`src/rtl/cpu_pkg.sv`:
```
// Types and constants shared by the fetch stage and the control decoder.
// The fetch FSM states and the ISA opcodes live here so both sides agree on encodings.
package cpu_pkg;

    typedef enum logic [1:0] {
        IDLE = 2'd0,
        REQ  = 2'd1,
        HOLD = 2'd2
    } fetch_state_t;

    localparam logic [6:0] OP_IMM    = 7'b0010011;
    localparam logic [6:0] OP_BRANCH = 7'b1100011;

    // addi x0, x0, 0
    localparam logic [31:0] NOP_INSTR = {12'h000, 5'd0, 3'b000, 5'd0, OP_IMM};

    function automatic logic is_branch(input logic [31:0] word);
        return word[6:0] == OP_BRANCH;
    endfunction

endpackage

```
`src/rtl/next_pc.sv`:
```
// Next fetch address: sequential PC+4 or taken-branch PC+ImmOp, word aligned.
// Pure combinational; wraps modulo 2^ADDRESS_WIDTH.
module next_pc #(
    parameter int ADDRESS_WIDTH = 32
) (
    input  logic [ADDRESS_WIDTH-1:0] pc,
    input  logic [ADDRESS_WIDTH-1:0] imm,
    input  logic                     pcsrc,
    output logic [ADDRESS_WIDTH-1:0] next
);

    logic [ADDRESS_WIDTH-1:0] sum;

    always_comb begin
        sum  = pcsrc ? (pc + imm) : (pc + ADDRESS_WIDTH'(4));
        // Fetch addresses are always word aligned, even for odd branch targets.
        next = sum & ~ADDRESS_WIDTH'(3);
    end

endmodule

```
`src/rtl/fetch_unit.sv`:
```
// Instruction fetch stage: owns the architectural PC, issues one memory request at a time
// and presents a registered instruction to decode until it is accepted.
module fetch_unit
    import cpu_pkg::*;
#(
    parameter int                     ADDRESS_WIDTH = 32,
    parameter int                     DATA_WIDTH    = 32,
    parameter logic [ADDRESS_WIDTH-1:0] RESET_PC    = '0
) (
    input  logic                     clk,
    input  logic                     rst,
    input  logic                     PCsrc,
    input  logic [ADDRESS_WIDTH-1:0] ImmOp,
    output logic                     imem_req,
    output logic [ADDRESS_WIDTH-1:0] imem_addr,
    input  logic                     imem_rvalid,
    input  logic [DATA_WIDTH-1:0]    imem_rdata,
    output logic [DATA_WIDTH-1:0]    instr,
    output logic                     instr_valid,
    input  logic                     instr_ready,
    output logic [ADDRESS_WIDTH-1:0] PC
);

    fetch_state_t             state;
    logic [ADDRESS_WIDTH-1:0] fetch_pc;
    logic [ADDRESS_WIDTH-1:0] pc_next;

    next_pc #(
        .ADDRESS_WIDTH(ADDRESS_WIDTH)
    ) u_next_pc (
        .pc   (PC),
        .imm  (ImmOp),
        .pcsrc(PCsrc),
        .next (pc_next)
    );

    // All outputs are registered; imem_addr is loaded together with fetch_pc so it is
    // already stable on the first cycle imem_req is high.
    always_ff @(posedge clk or posedge rst) begin
        if (rst) begin
            state       <= IDLE;
            imem_req    <= 1'b0;
            imem_addr   <= RESET_PC;
            fetch_pc    <= RESET_PC;
            PC          <= RESET_PC;
            instr       <= DATA_WIDTH'(NOP_INSTR);
            instr_valid <= 1'b0;
        end else begin
            case (state)
                IDLE: begin
                    state     <= REQ;
                    imem_req  <= 1'b1;
                    imem_addr <= fetch_pc;
                end
                REQ: begin
                    if (imem_rvalid) begin
                        state       <= HOLD;
                        imem_req    <= 1'b0;
                        instr       <= imem_rdata;
                        PC          <= fetch_pc;
                        instr_valid <= 1'b1;
                    end
                end
                HOLD: begin
                    // Spurious imem_rvalid is ignored here; only the consumer moves us on.
                    if (instr_ready) begin
                        state       <= REQ;
                        fetch_pc    <= pc_next;
                        imem_addr   <= pc_next;
                        imem_req    <= 1'b1;
                        instr_valid <= 1'b0;
                    end
                end
                default: begin
                    state       <= IDLE;
                    imem_req    <= 1'b0;
                    instr_valid <= 1'b0;
                end
            endcase
        end
    end

endmodule

```
`config.mk`:
```
export PLATFORM = sky130hd
export DESIGN_NAME = fetch_unit
export DESIGN_NICKNAME = d
export VERILOG_FILES = /design/src/rtl/cpu_pkg.sv /design/src/rtl/next_pc.sv /design/src/rtl/fetch_unit.sv
export SDC_FILE = /design/constraint.sdc
export NUM_CORES = 1
export LEC_CHECK = 0
export CORE_MARGIN = 2
export CORE_UTILIZATION = 55
export CTS_BUF_LIST = sky130_fd_sc_hd__clkbuf_8
export DETAILED_ROUTE_END_ITERATION = 8
export GPL_TIMING_DRIVEN = 0
export PLACE_DENSITY_LB_ADDON = 0.05
export SLEW_MARGIN = 20
export SYNTH_ARGS = -nofsm -noshare
export SYNTH_HDL_FRONTEND = slang
export SYNTH_HIERARCHICAL = 1
export SYNTH_SLANG_ARGS = --single-unit
```
`constraint.sdc`:
```
create_clock -name clk -period 9.3 [get_ports clk]
set_input_delay 1.395 -clock clk [delete_from_list [all_inputs] [get_ports clk]]
set_output_delay 1.395 -clock clk [all_outputs]
set_load 0.02 [all_outputs]
```
==> results.cfg, run 1 <==
[cells_and_area]
area_growth_pct = 30.2
fill_cells = 977
drive_gt1_frac = 0.192
layout.nets = 976
diodes = 0
final_cell_count_no_fill = 1069

[drt]
vias = 6251
dr.first_iter.drc_count = 378
ant_nets = 0
viasPerCell = 5.85
drt-total-wl_um = 20400
drt_first_pass_iters = 5
drcViolationCount = 0
wl_per_cell_um = 19.1

[floorplanning]
design.core.area_mm2 = 0.0139
pin_count = 167
start_util = 0.561
die_w_um = 123
rows = 43
die_h_um = 123
die_area_mm2 = 0.0151

[timing]
rsz0062_at_grt = false
maxSlewViolCount = 0
setup_viol = 0
maxSlewHeadroom = 0.498
finalCriticalPeriod_ns = 3.99
finalSetupTns_ns = 0
setup_ws_ns = 5.31
hold_viol = 0
fin_crit_sh = 0.429
finClkSkew_ns = 0.00735
max_freq_mhz = 251
worstMarginPinSlew_ns = 0.752

[setup_path]
critPathMaxFanout = 4
worstPathArrival_ns = 4.33
worstRegToRegCells = 10
startpoint_type = input pin
cp.required_ns = 9.64
cp-end-kind = register
worstSetupPathType = in2reg

[yosys]
ys.flop_type = dfrtp_1
muxShareOfSynthArea = 0.182
yosys_warnings = 6
synth_fa_ha_area_frac = 0.0498
synth.avg_cell_area_um2 = 11.3
seq_area_frac_synth = 0.421
ys_types = 57
synth_simple_gate_area_frac = 0.100
synth_edf_count = 0
synth_top_family_by_area = multiplexers
syn_area_mm2 = 0.00779
synthArstFlopShare = 1.00
synth-compound-area-share = 0.154
yosys_register_bits = 131
synth_xor_area_frac = 0.0607
synthCells = 689

[cts]
cts_buffers = 17
cts_max_path_buffers = 2
clk_pin_slew_ns = 0.08
cts_resized = 0
cts_setup_buffers = 0
clkLatencyLatePin_ns = 0.45
cts_tree = built
htreeDepth = 4
hold_buffers = 0
root_buffer = clkbuf_8
clkSinkCount = 131

[placed_design]
dp_hpwl_um = 14800
portBuffers = 166
pre_cts_ws_ns = 4.90
place.gp.congestion = 0.947
dp_cells = 1037

[job]
maxCapViolations = 0

[global_route]
grt_pass1_wl_um = 32300
grt_use_total = 0.278
grt_max_degree = 75
grt.overflow.total = 0
grt_pass1_vias = 6361
antenna_found_initial = 0

[worst_hold_path]
hold_depth = 1
worstHoldPathType = reg2reg

[outcome]
status = finished, final reports clean

[pwr]
p_per_area_mw_per_mm2 = 385
leakagePower_nw = 4.59
ir_drop_mv = 0.193
logic make-up (layout without fill, tap and decap cells):
family | after synthesis | count (layout)
simple gates | 160 | 160
other cells | 1 | 2
xor+xnor | 54 | 54
mux | 100 | 100
flops | 131 | 131
fa+ha+maj | 31 | 31
compound gates | 173 | 173
buf+inv | 39 | 238
layout by cell type, fill, tap and decap left out, types with 6 or more instances in the layout:
| cell | instances |
|---|---|
| a21o_1 | 16 |
| a21oi_1 | 45 |
| a22oi_1 | 42 |
| and3_1 | 8 |
| buf_2 | 7 |
| buf_6 | 11 |
| clkbuf_1 | 10 |
| clkbuf_8 | 20 |
| clkdlybuf4s50_1 | 166 |
| dfrtp_1 | 128 |
| ha_1 | 31 |
| mux2_2 | 19 |
| mux2_4 | 79 |
| nand2_1 | 53 |
| nand3_1 | 14 |
| nand4_1 | 9 |
| nor2_1 | 43 |
| nor3_1 | 6 |
| o21ai_0 | 20 |
| o22a_1 | 24 |
| xnor2_1 | 27 |
| xor2_1 | 27 |
synthesized netlist by cell type (11+ instances only):
cell	n	area, um^2
dfrtp_1	128	3200
mux2_4	79	1190
nand2_1	53	199
a21oi_1	45	225
nor2_1	43	161
a22oi_1	42	315
ha_1	31	388
xnor2_1	27	236
xor2_1	27	236
o22a_1	24	210
o21ai_0	20	100
mux2_2	19	214
a21o_1	16	120
nand3_1	14	70.1
buf_6	11	124
worst paths after layout:
check                                from  slack, ns            to
max in group asynchronous             rst       7.25        PC[24]
worst max-delay path             ImmOp[2]       5.31  fetch_pc[26]
worst min-delay path            instr[21]       0.51     instr[21]
worst min register to register  instr[21]       0.51     instr[21]
min in group asynchronous             rst       1.36      instr[5]
worst max register to register      PC[2]       6.09  fetch_pc[26]
report_power, final:
group          switching, W  leakage, nW  total, W  internal [W]
logic               0.00108         2.81   0.00224       0.00117
registers          0.000292         1.57   0.00115      0.000862
clock network      0.000226        0.215  0.000512      0.000286
total               0.00160         4.59   0.00391       0.00231
state kept, by name (all words and copies together) (netlist names):
register and count:
PC 32, fetch_pc 32, imem_addr 32, instr 32, state 2, instr_valid 1
worst max-delay path, cell delays in order:
cell and delay [ns]:
clkdlybuf4s50_1 0.40, ha_1 0.32, a21o_1 0.24, o2111ai_2 0.31
a21oi_2 0.14, o311a_1 0.43, or2_1 0.28, a31oi_1 0.21
xor2_1 0.17, a21oi_1 0.12, mux2_4 0.30
through the flow:
step | hold slack, ns | utilization | cell area [um^2] | power, W
final | 0.511 | 0.731 | 10100 | 0.00391
after global routing | 0.524 | 0.731 | 10100 | 0.00415
after CTS | 0.513 | 0.731 | 10100 | 0.00391
after detailed placement | 0.492 | 0.700 | 9720 | 0.00338
after global placement | 0.489 | 0.698 | 9680 | 0.00330
after floorplan | 0.480 | - | 7800 | 0.00260
final cells by class:
cell class	instances	area (um^2)	share of cell area
clock inverters	12	155	0.0153
clock buffers	20	275	0.0271
well taps	180	225	0.0222
repair buffers	167	1690	0.166
multi-input cells	520	4270	0.421
inverters	5	26.3	0.00259
plain buffers	34	226	0.0223
flip-flops and latches	131	3280	0.323
metal layers:
metal / GRT usage / share of wire
met1: 0.358 / 0.43
met2: 0.448 / 0.48
met3: 0.0618 / 0.074
met4: 0.130 / 0.022
met5: 0 / 0
Power figures use the tool's default switching activity.
==> run 2: changes to the inputs <==
--- a/config.mk
+++ b/config.mk
@@ -6,7 +6,7 @@
 export NUM_CORES = 1
 export LEC_CHECK = 0
 export CORE_MARGIN = 2
-export CORE_UTILIZATION = 55
+export CORE_UTILIZATION = 53
 export CTS_BUF_LIST = sky130_fd_sc_hd__clkbuf_8
 export DETAILED_ROUTE_END_ITERATION = 8
 export GPL_TIMING_DRIVEN = 0
==> constraint.sdc (replaced) <==
create_clock -name clk -period 3.75 [get_ports clk]
set_input_delay 0.5625 -clock clk [delete_from_list [all_inputs] [get_ports clk]]
set_output_delay 0.5625 -clock clk [all_outputs]
set_load 0.02 [all_outputs]
==> run 2 against run 1 <==
Hold slack worse by 0.097 ns; utilization is 2.8 points lower; worst setup slack worse by 4.8 ns; register-to-register slack worse by 5.5 ns; largest cell class unchanged; flip-flop and latch count stayed put; critical path depth is 1 lower; die area is 3.6% higher; cell count is 0.37% higher; first-iteration DRC count is 17% higher; via count is 1.2% higher; count of clock-buffer cells in the layout is 2 lower.
==> results.cfg, run 2 (synthesis gave the netlist of run 1 again) <==
[outcome]
status = finished, final reports clean

[timing]
hold_viol = 0
worstMarginPinSlew_ns = 0.690
setup_viol = 0
fin_crit_sh = 0.856
rsz0062_at_grt = false
maxSlewHeadroom = 0.540
maxSlewViolCount = 0
max_freq_mhz = 312
finalCriticalPeriod_ns = 3.21
finClkSkew_ns = 0.00974
finalSetupTns_ns = 0

[placed_design]
place_area_mm2 = 0.00977
dp_hpwl_um = 15100
portBuffers = 166
place.gp.congestion = 0.959

[cts]
htreeDepth = 4
cts_setup_buffers = 0
root_buffer = clkbuf_8
cts_buffers = 17
cts_tree = built
clk_pin_slew_ns = 0.08
cts_max_path_buffers = 2
cts_resized = 0
clkSinkCount = 131
hold_buffers = 0
clkLatencyLatePin_ns = 0.46

[setup_path]
cp.required_ns = 4.09
worstPathArrival_ns = 3.55
worstSetupPathType = reg2reg
cp-end-kind = register
worstPathCellList = ha_1 > a21o_1 > o2111ai_2 > a31oi_1 > a31o_2 > a31o_2 > a21oi_1 > xor2_1 > mux2i_1 > mux2_4
critical_path.top_delay_family = compound AO/OA/AOI/OAI gates
startpoint_type = register
cpMaxStageDelayCell = dfrtp_1
critPathMostFrequentCell = a31o_2
cp_slowest_stage_delay_ns = 0.50
critPathMaxFanout = 8
timing.critical_path.buf_inv = 0

[pwr]
leakagePower_nw = 4.58
power_frac_seq = 0.302
pwr-share-comb = 0.578
p_sw_w = 0.00395
ir_drop_mv = 0.485
switching_share = 0.413
p_per_area_mw_per_mm2 = 945
clockPowerShare = 0.119
p_int_w = 0.00562

[drt]
wl_per_cell_um = 19.3
drt_first_pass_iters = 8
vias = 6323
ant_nets = 0
viasPerCell = 5.89
dr.first_iter.drc_count = 444
drt-total-wl_um = 20700
drcViolationCount = 0

[floorplanning]
start_util = 0.540
die_area_mm2 = 0.0157
design.core.area_mm2 = 0.0144
die_w_um = 125
pin_count = 167
rows = 44
die_h_um = 125

[cells_and_area]
fill_cells = 1083
diodes = 0
layout_common_cells = clkdlybuf4s50_1 (166), dfrtp_1 (128), mux2_4 (79)
final_common_cell = clkdlybuf4s50_1
regArea_mm2 = 0.00328
area_growth_pct = 30.1
multi_input_area_mm2 = 0.00427
layout.nets = 979
final_cell_area_mm2 = 0.0101
drive_gt1_frac = 0.191

[global_route]
grt_pass1_wl_um = 33600
grt.overflow.total = 0
grt_use_total = 0.269
antenna_found_initial = 0
grt_pass1_vias = 6601
grt_max_degree = 33

[worst_hold_path]
worstHoldPathType = in2async

[job]
maxCapViolations = 0
==> run 2: changes by cell type in the layout (fill, tap and decap cells not counted), moves of 2 or more <==
cell        change
buf_12          +4
clkbuf_8        -2
clkinv_4        -4
clkinvlp_4      +2
==> run 2: final cells by class <==
cell class                 count  area share
multi-input combinational    520       0.421
sequential                   131       0.324
timing repair buffer         170       0.172
clock buffer                  18      0.0244
tap                          184      0.0227
buffer                        34      0.0223
clock inverter                11      0.0114
inverter                       5     0.00222
==> run 2: final timing paths <==
path	from	cells past startpoint	slack, ns	endpoint
worst max-delay path	PC[2]	10	0.54	fetch_pc[25]
worst min-delay path	rst	2	0.41	instr[23]
worst min register to register	instr[2]	1	0.51	instr[2]
min in group clk	instr[2]	1	0.51	instr[2]
max in group asynchronous	rst	5	2.41	fetch_pc[2]
worst max register to register	PC[2]	10	0.54	fetch_pc[25]
==> run 2: power by group through the flow <==
stage	logic (W)	clock network, W	registers, W
2_1_floorplan	0.00310	0	0.00334
3_3_place_gp	0.00539	0	0.00285
3_5_place_dp	0.00551	0	0.00290
4_1_cts	0.00554	0.00116	0.00289
5_1_grt	0.00594	0.00122	0.00300
6_report	0.00554	0.00114	0.00289
==> run 2: metal layers <==
layer  vias to the layer above  track usage  wire length (um)
li1                       2900            -                 -
met1                      3159        0.361              9230
met2                       230        0.431              9930
met3                        34       0.0642              1200
met4                         0       0.0928               369
met5                         -            0                 0
==> run 2: worst register-to-register path, stage by stage (launching register included) <==
cell and delay [ns]:
dfrtp_1 0.50, ha_1 0.39, a21o_1 0.21, o2111ai_2 0.33
a31oi_1 0.25, a31o_2 0.34, a31o_2 0.28, a21oi_1 0.21
xor2_1 0.17, mux2i_1 0.13, mux2_4 0.30
==> run 2: through the flow <==
stage / total power [W] / hold WS (ns) / setup WS [ns] / instances / util
finish: 0.00958 / 0.414 / 0.540 / 1073 / 0.703
floorplan: 0.00644 / 0.480 / 0.921 / 690 / -
detailed placement: 0.00841 / 0.491 / 0.188 / 1044 / 0.678
global placement: 0.00824 / 0.490 / 0.220 / 1040 / 0.672
global route: 0.0102 / 0.428 / 0.400 / 1073 / 0.703
CTS: 0.00959 / 0.409 / 0.569 / 1073 / 0.703
==> run 3: changes to the inputs <==
--- a/config.mk
+++ b/config.mk
@@ -8,9 +8,11 @@
 export CORE_MARGIN = 2
 export CORE_UTILIZATION = 53
 export CTS_BUF_LIST = sky130_fd_sc_hd__clkbuf_8
+export CTS_CLUSTER_SIZE = 40
 export DETAILED_ROUTE_END_ITERATION = 8
 export GPL_TIMING_DRIVEN = 0
-export PLACE_DENSITY_LB_ADDON = 0.05
+export HOLD_SLACK_MARGIN = 0.03
+export PLACE_DENSITY = 0.83
 export SLEW_MARGIN = 20
 export SYNTH_ARGS = -nofsm -noshare
 export SYNTH_HDL_FRONTEND = slang
==> run 3 against run 2 <==
Count of clock-buffer cells in the layout did not move; sequential share of layout area decreased by 0.15 points; die area unchanged; cell count rose by 0.28%; flip-flop and latch count did not move; hold slack worse by 0.0075 ns; clock skew grew 0.0026 ns; utilization grew 0.33 points; worst setup slack better by 0.11 ns; critical path type unchanged; largest cell class unchanged; highest routed layer unchanged.
==> results.cfg, run 3 (synthesis gave the netlist of run 1 again) <==
[outcome]
status = finished, final reports clean

[pwr]
ir_drop_mv = 0.608
p_per_area_mw_per_mm2 = 952
power.total_w = 0.00969
leakagePower_nw = 4.61

[cts]
htreeDepth = 4
cts_max_path_buffers = 2
hold_buffers = 0
clk_pin_slew_ns = 0.08
cts_setup_buffers = 0
clkSinkCount = 131
cts_buffers = 17
cts_resized = 0
cts_tree = built
root_buffer = clkbuf_8
clkLatencyLatePin_ns = 0.46

[cells_and_area]
area_growth_pct = 30.7
layout_common_cells = clkdlybuf4s50_1 (166), dfrtp_1 (128), mux2_4 (79)
diodes = 0
final_cell_count_no_fill = 1076
final_common_cell = clkdlybuf4s50_1
drive_gt1_frac = 0.193
layout.nets = 979

[floorplanning]
pin_count = 167
design.core.area_mm2 = 0.0144
start_util = 0.540
die_h_um = 125
rows = 44
die_area_mm2 = 0.0157
die_w_um = 125

[timing]
maxSlewViolCount = 0
finalCriticalPeriod_ns = 3.10
hold_viol = 0
finalSetupTns_ns = 0
worstMarginPinSlew_ns = 0.694
maxSlewHeadroom = 0.537
max_freq_mhz = 322
finClkSkew_ns = 0.0124
hold_ws_ns = 0.407
setup_viol = 0
fin_crit_sh = 0.827
rsz0062_at_grt = false

[global_route]
grt_use_total = 0.260
grt_most_used_layer = met2
met1_usage = 0.337
grt.overflow.total = 0
antenna_found_initial = 0
grtUsageMet2 = 0.418
grt_pass1_vias = 6247
grt_max_degree = 36
use_met3 = 0.0856
grt_pass1_wl_um = 32300

[worst_hold_path]
worstHoldPathType = in2async

[setup_path]
critPathMaxFanout = 8
worstPathArrival_ns = 3.44
worstSetupPathType = reg2reg
rr_endpoint = imem_addr[23]
crit_start = PC[2]
cp_slowest_stage_delay_ns = 0.47
cp-end-kind = register
cp.required_ns = 4.08
worstRegToRegCells = 11
worstPathCellList = ha_1 > and4_4 > o2111ai_2 > a31oi_1 > a31o_2 > a21oi_1 > o21ai_0 > xnor2_1 > mux2i_1 > a22oi_1 > nand2_1
cpMaxStageDelayCell = dfrtp_1
r2r_setup_slack_ns = 0.65
reg2reg_from = PC[2]
startpoint_type = register

[placed_design]
dp_cells = 1044
portBuffers = 166
dp_hpwl_um = 14700
place.gp.congestion = 0.879

[drt]
vias = 6261
wl_per_cell_um = 18.7
drt-total-wl_um = 20200
ant_nets = 0
drcViolationCount = 0
drt_first_pass_iters = 5
dr.first_iter.drc_count = 351
viasPerCell = 5.82

[job]
maxCapViolations = 0
==> run 3: worst max-delay path by stage <==
| stage | end | slack, ns | cells past startpoint |
|---|---|---|---|
| after floorplan | fetch_pc[26] | 0.92 | 10 |
| after global placement | fetch_pc[26] | 0.25 | 11 |
| after detailed placement | imem_addr[28] | 0.24 | 12 |
| after CTS | imem_addr[28] | 0.66 | 11 |
| after global routing | imem_addr[23] | 0.46 | 11 |
| final | imem_addr[23] | 0.65 | 11 |
==> run 3: final cells by class <==
type / count / area, um^2
plain buffers: 34 / 226
clock buffers: 18 / 248
clock inverters: 14 / 163
fillers: 1065 / 4240
inverters: 5 / 22.5
multi-input cells: 520 / 4270
flip-flops and latches: 131 / 3280
well taps: 184 / 230
repair buffers: 170 / 1740
==> run 3: routing by layer <==
metal / share of wire / wire length (um)
met4: 0.018 / 370
met1: 0.42 / 8490
met3: 0.083 / 1680
met5: 0 / 0
met2: 0.48 / 9630
==> run 3: critical path, delay by kind of cell (launching register included) <==
kind / cells / cell delay, ns
flip-flops: 1 / 0.47
multiplexers: 1 / 0.12
adder cells (fa/ha/maj): 1 / 0.37
XOR/XNOR: 1 / 0.16
AO/OA/AOI/OAI: 6 / 1.53
AND/OR/NAND/NOR: 2 / 0.33
==> run 3: report_power, final <==
| part | internal (W) | switching (W) | leakage [nW] |
|---|---|---|---|
| Sequential | 0.00214 | 0.000756 | 1.57 |
| Clock | 0.000671 | 0.000585 | 0.212 |
| Combinational | 0.00289 | 0.00265 | 2.83 |
| Total | 0.00570 | 0.00399 | 4.61 |
==> run 3: stage by stage <==
stage	setup WS [ns]	area [um^2]	util
2_1_floorplan	0.921	7800	-
3_3_place_gp	0.254	9690	0.672
3_5_place_dp	0.235	9770	0.678
4_1_cts	0.664	10200	0.706
5_1_grt	0.463	10200	0.706
6_report	0.648	10200	0.706
==> RTL change (config.mk and constraints of run 2) <==
Make the reset (`rst`) synchronous in one clocked block.
--- a/src/rtl/fetch_unit.sv
+++ b/src/rtl/fetch_unit.sv
@@ -38,3 +38,3 @@
     // already stable on the first cycle imem_req is high.
-    always_ff @(posedge clk or posedge rst) begin
+    always_ff @(posedge clk) begin
         if (rst) begin
Formal check against the unedited RTL: differs if rst is asserted again (counterexample within 4 cycles, from zero or initial values and one cycle with rst high); with rst held inactive, the same outputs for 4 cycles.
==> RTL change against run 2 <==
Area after synthesis shrank 10%; worst hold slack gained 0.040 ns; cell count grew 17%; worst setup slack gained 0.0061 ns; critical endpoint is now imem_addr[30]; final area shrank 7.6%; clock skew grew 0.0030 ns; critical path depth grew 2; sequential cell count is the same; routed wire length shrank 9.9%.
Power is not compared: it rests on default switching activity, and its combinational part moved more than twofold at a synthesized area within 25%.
==> RTL change: results (changes against run 2) <==
* GR Util met3: 8.333%, was 6.418%
* critical-path cell with the highest stage delay: sky130_fd_sc_hd__o311a_1, was sky130_fd_sc_hd__dfrtp_1
* combined global-route utilization of all metal layers: 26.29%, was 26.90%
* reg-to-reg setup timing slack: 0.56 ns, was 0.54 ns
* amount of wire on met2 after detailed routing: 7951 um, was 9932 um
* fill cell instance count of the final layout: 1,047, was 1,083
* nonclk buf count: 218, was 204
* portion of the layout cell area used by non-clock buffers: 20.34%, was 19.42%
* Met1 Wirelength: 9026 um, was 9230 um
* critical path fanouts, max: 4, was 8
* async set or reset register ratio after synthesis: 0%, was 100.0%
* leading cell types by count after synthesis: 216 x sky130_fd_sc_hd__nand2_1, 142 x sky130_fd_sc_hd__a21oi_1, 131 x sky130_fd_sc_hd__dfxtp_1, was 128 x sky130_fd_sc_hd__dfrtp_1, 79 x sky130_fd_sc_hd__mux2_4, 53 x sky130_fd_sc_hd__nand2_1
* maximum cell stage delay along the critical path: 0.42 ns, was 0.50 ns
* ranking of synthesized cells by area: sky130_fd_sc_hd__dfxtp_1 37%, sky130_fd_sc_hd__nand2_1 12%, sky130_fd_sc_hd__a21oi_1 10%, was sky130_fd_sc_hd__dfrtp_1 41%, sky130_fd_sc_hd__mux2_4 15%, sky130_fd_sc_hd__ha_1 5.0%
* run status: complete, no violations, unchanged
* reg-to-reg critical path endpoint: imem_addr[30], was fetch_pc[25]
* worst reg2reg path startpoint: PC[2], unchanged
* share of the final layout cell area in multi-input gates: 44.01%, was 42.13%
* violation count after the first detailed-routing iteration: 458, was 444
* Arrival @ worst endpoint: 3.57 ns, was 3.55 ns
* maximum number of pins on one net before global-route repair: 17, was 33
* Multi-input comb cells: 695, was 520
* number of global-route vias before repair: 6,113, was 6,601
* total met3 wirelength after detailed routing: 1507 um, was 1200 um
* average wire length per cell after detail routing: 14.86 um, was 19.32 um
==> RTL change: changes by cell type after synthesis, sizes merged, moves of 5 or more <==
cell / before / now
nor2: 44 / 49
nor3: 6 / 12
mux2: 98 / 2
buf: 24 / 34
o2bb2ai: 1 / 33
a21oi: 47 / 144
mux2i: 2 / 34
a22oi: 42 / 1
dfxtp: 0 / 131
o22a: 24 / 0
clkbuf: 10 / 18
dfrtp: 128 / 0
nand2: 53 / 216
==> RTL change: logic make-up after synthesis <==
group | share of synthesized area, %
simple gates | 20.54
compound gates | 20.74
flops | 37.44
buf+inv | 3.751
xor+xnor | 6.753
mux | 5.180
fa+ha+maj | 5.538
other cells | 0.05354
==> RTL change: how the worst max path moves through the flow <==
stage | startpoint | end | slack (ns)
final | ImmOp[2] | imem_addr[30] | 0.55
after global routing | PC[2] | imem_addr[29] | 0.41
after CTS | ImmOp[2] | imem_addr[29] | 0.60
after detailed placement | ImmOp[2] | imem_addr[29] | 0.17
after global placement | ImmOp[2] | imem_addr[31] | 0.20
after floorplan | ImmOp[2] | imem_addr[29] | 0.96
==> RTL change: stage by stage <==
stage | hold WS (ns) | std cells | setup WS (ns) | area [um^2]
final | 0.4538 | 1257 | 0.5462 | 9368
after global routing | 0.4697 | 1257 | 0.4125 | 9368
after CTS | 0.4553 | 1257 | 0.6035 | 9368
after detailed placement | 0.4462 | 1225 | 0.1656 | 8890
after global placement | 0.4404 | 1225 | 0.2046 | 8890
after floorplan | 0.4444 | 883 | 0.9593 | 7008
==> RTL change: worst register-to-register path: cells and delay by family, from the launching register on <==
family	cells	cell delay, ns
AOI/OAI and AO/OA	6	1.45
adders and majority gates	1	0.33
DFF	1	0.51
muxes	1	0.16
and+or+nand+nor	3	0.68
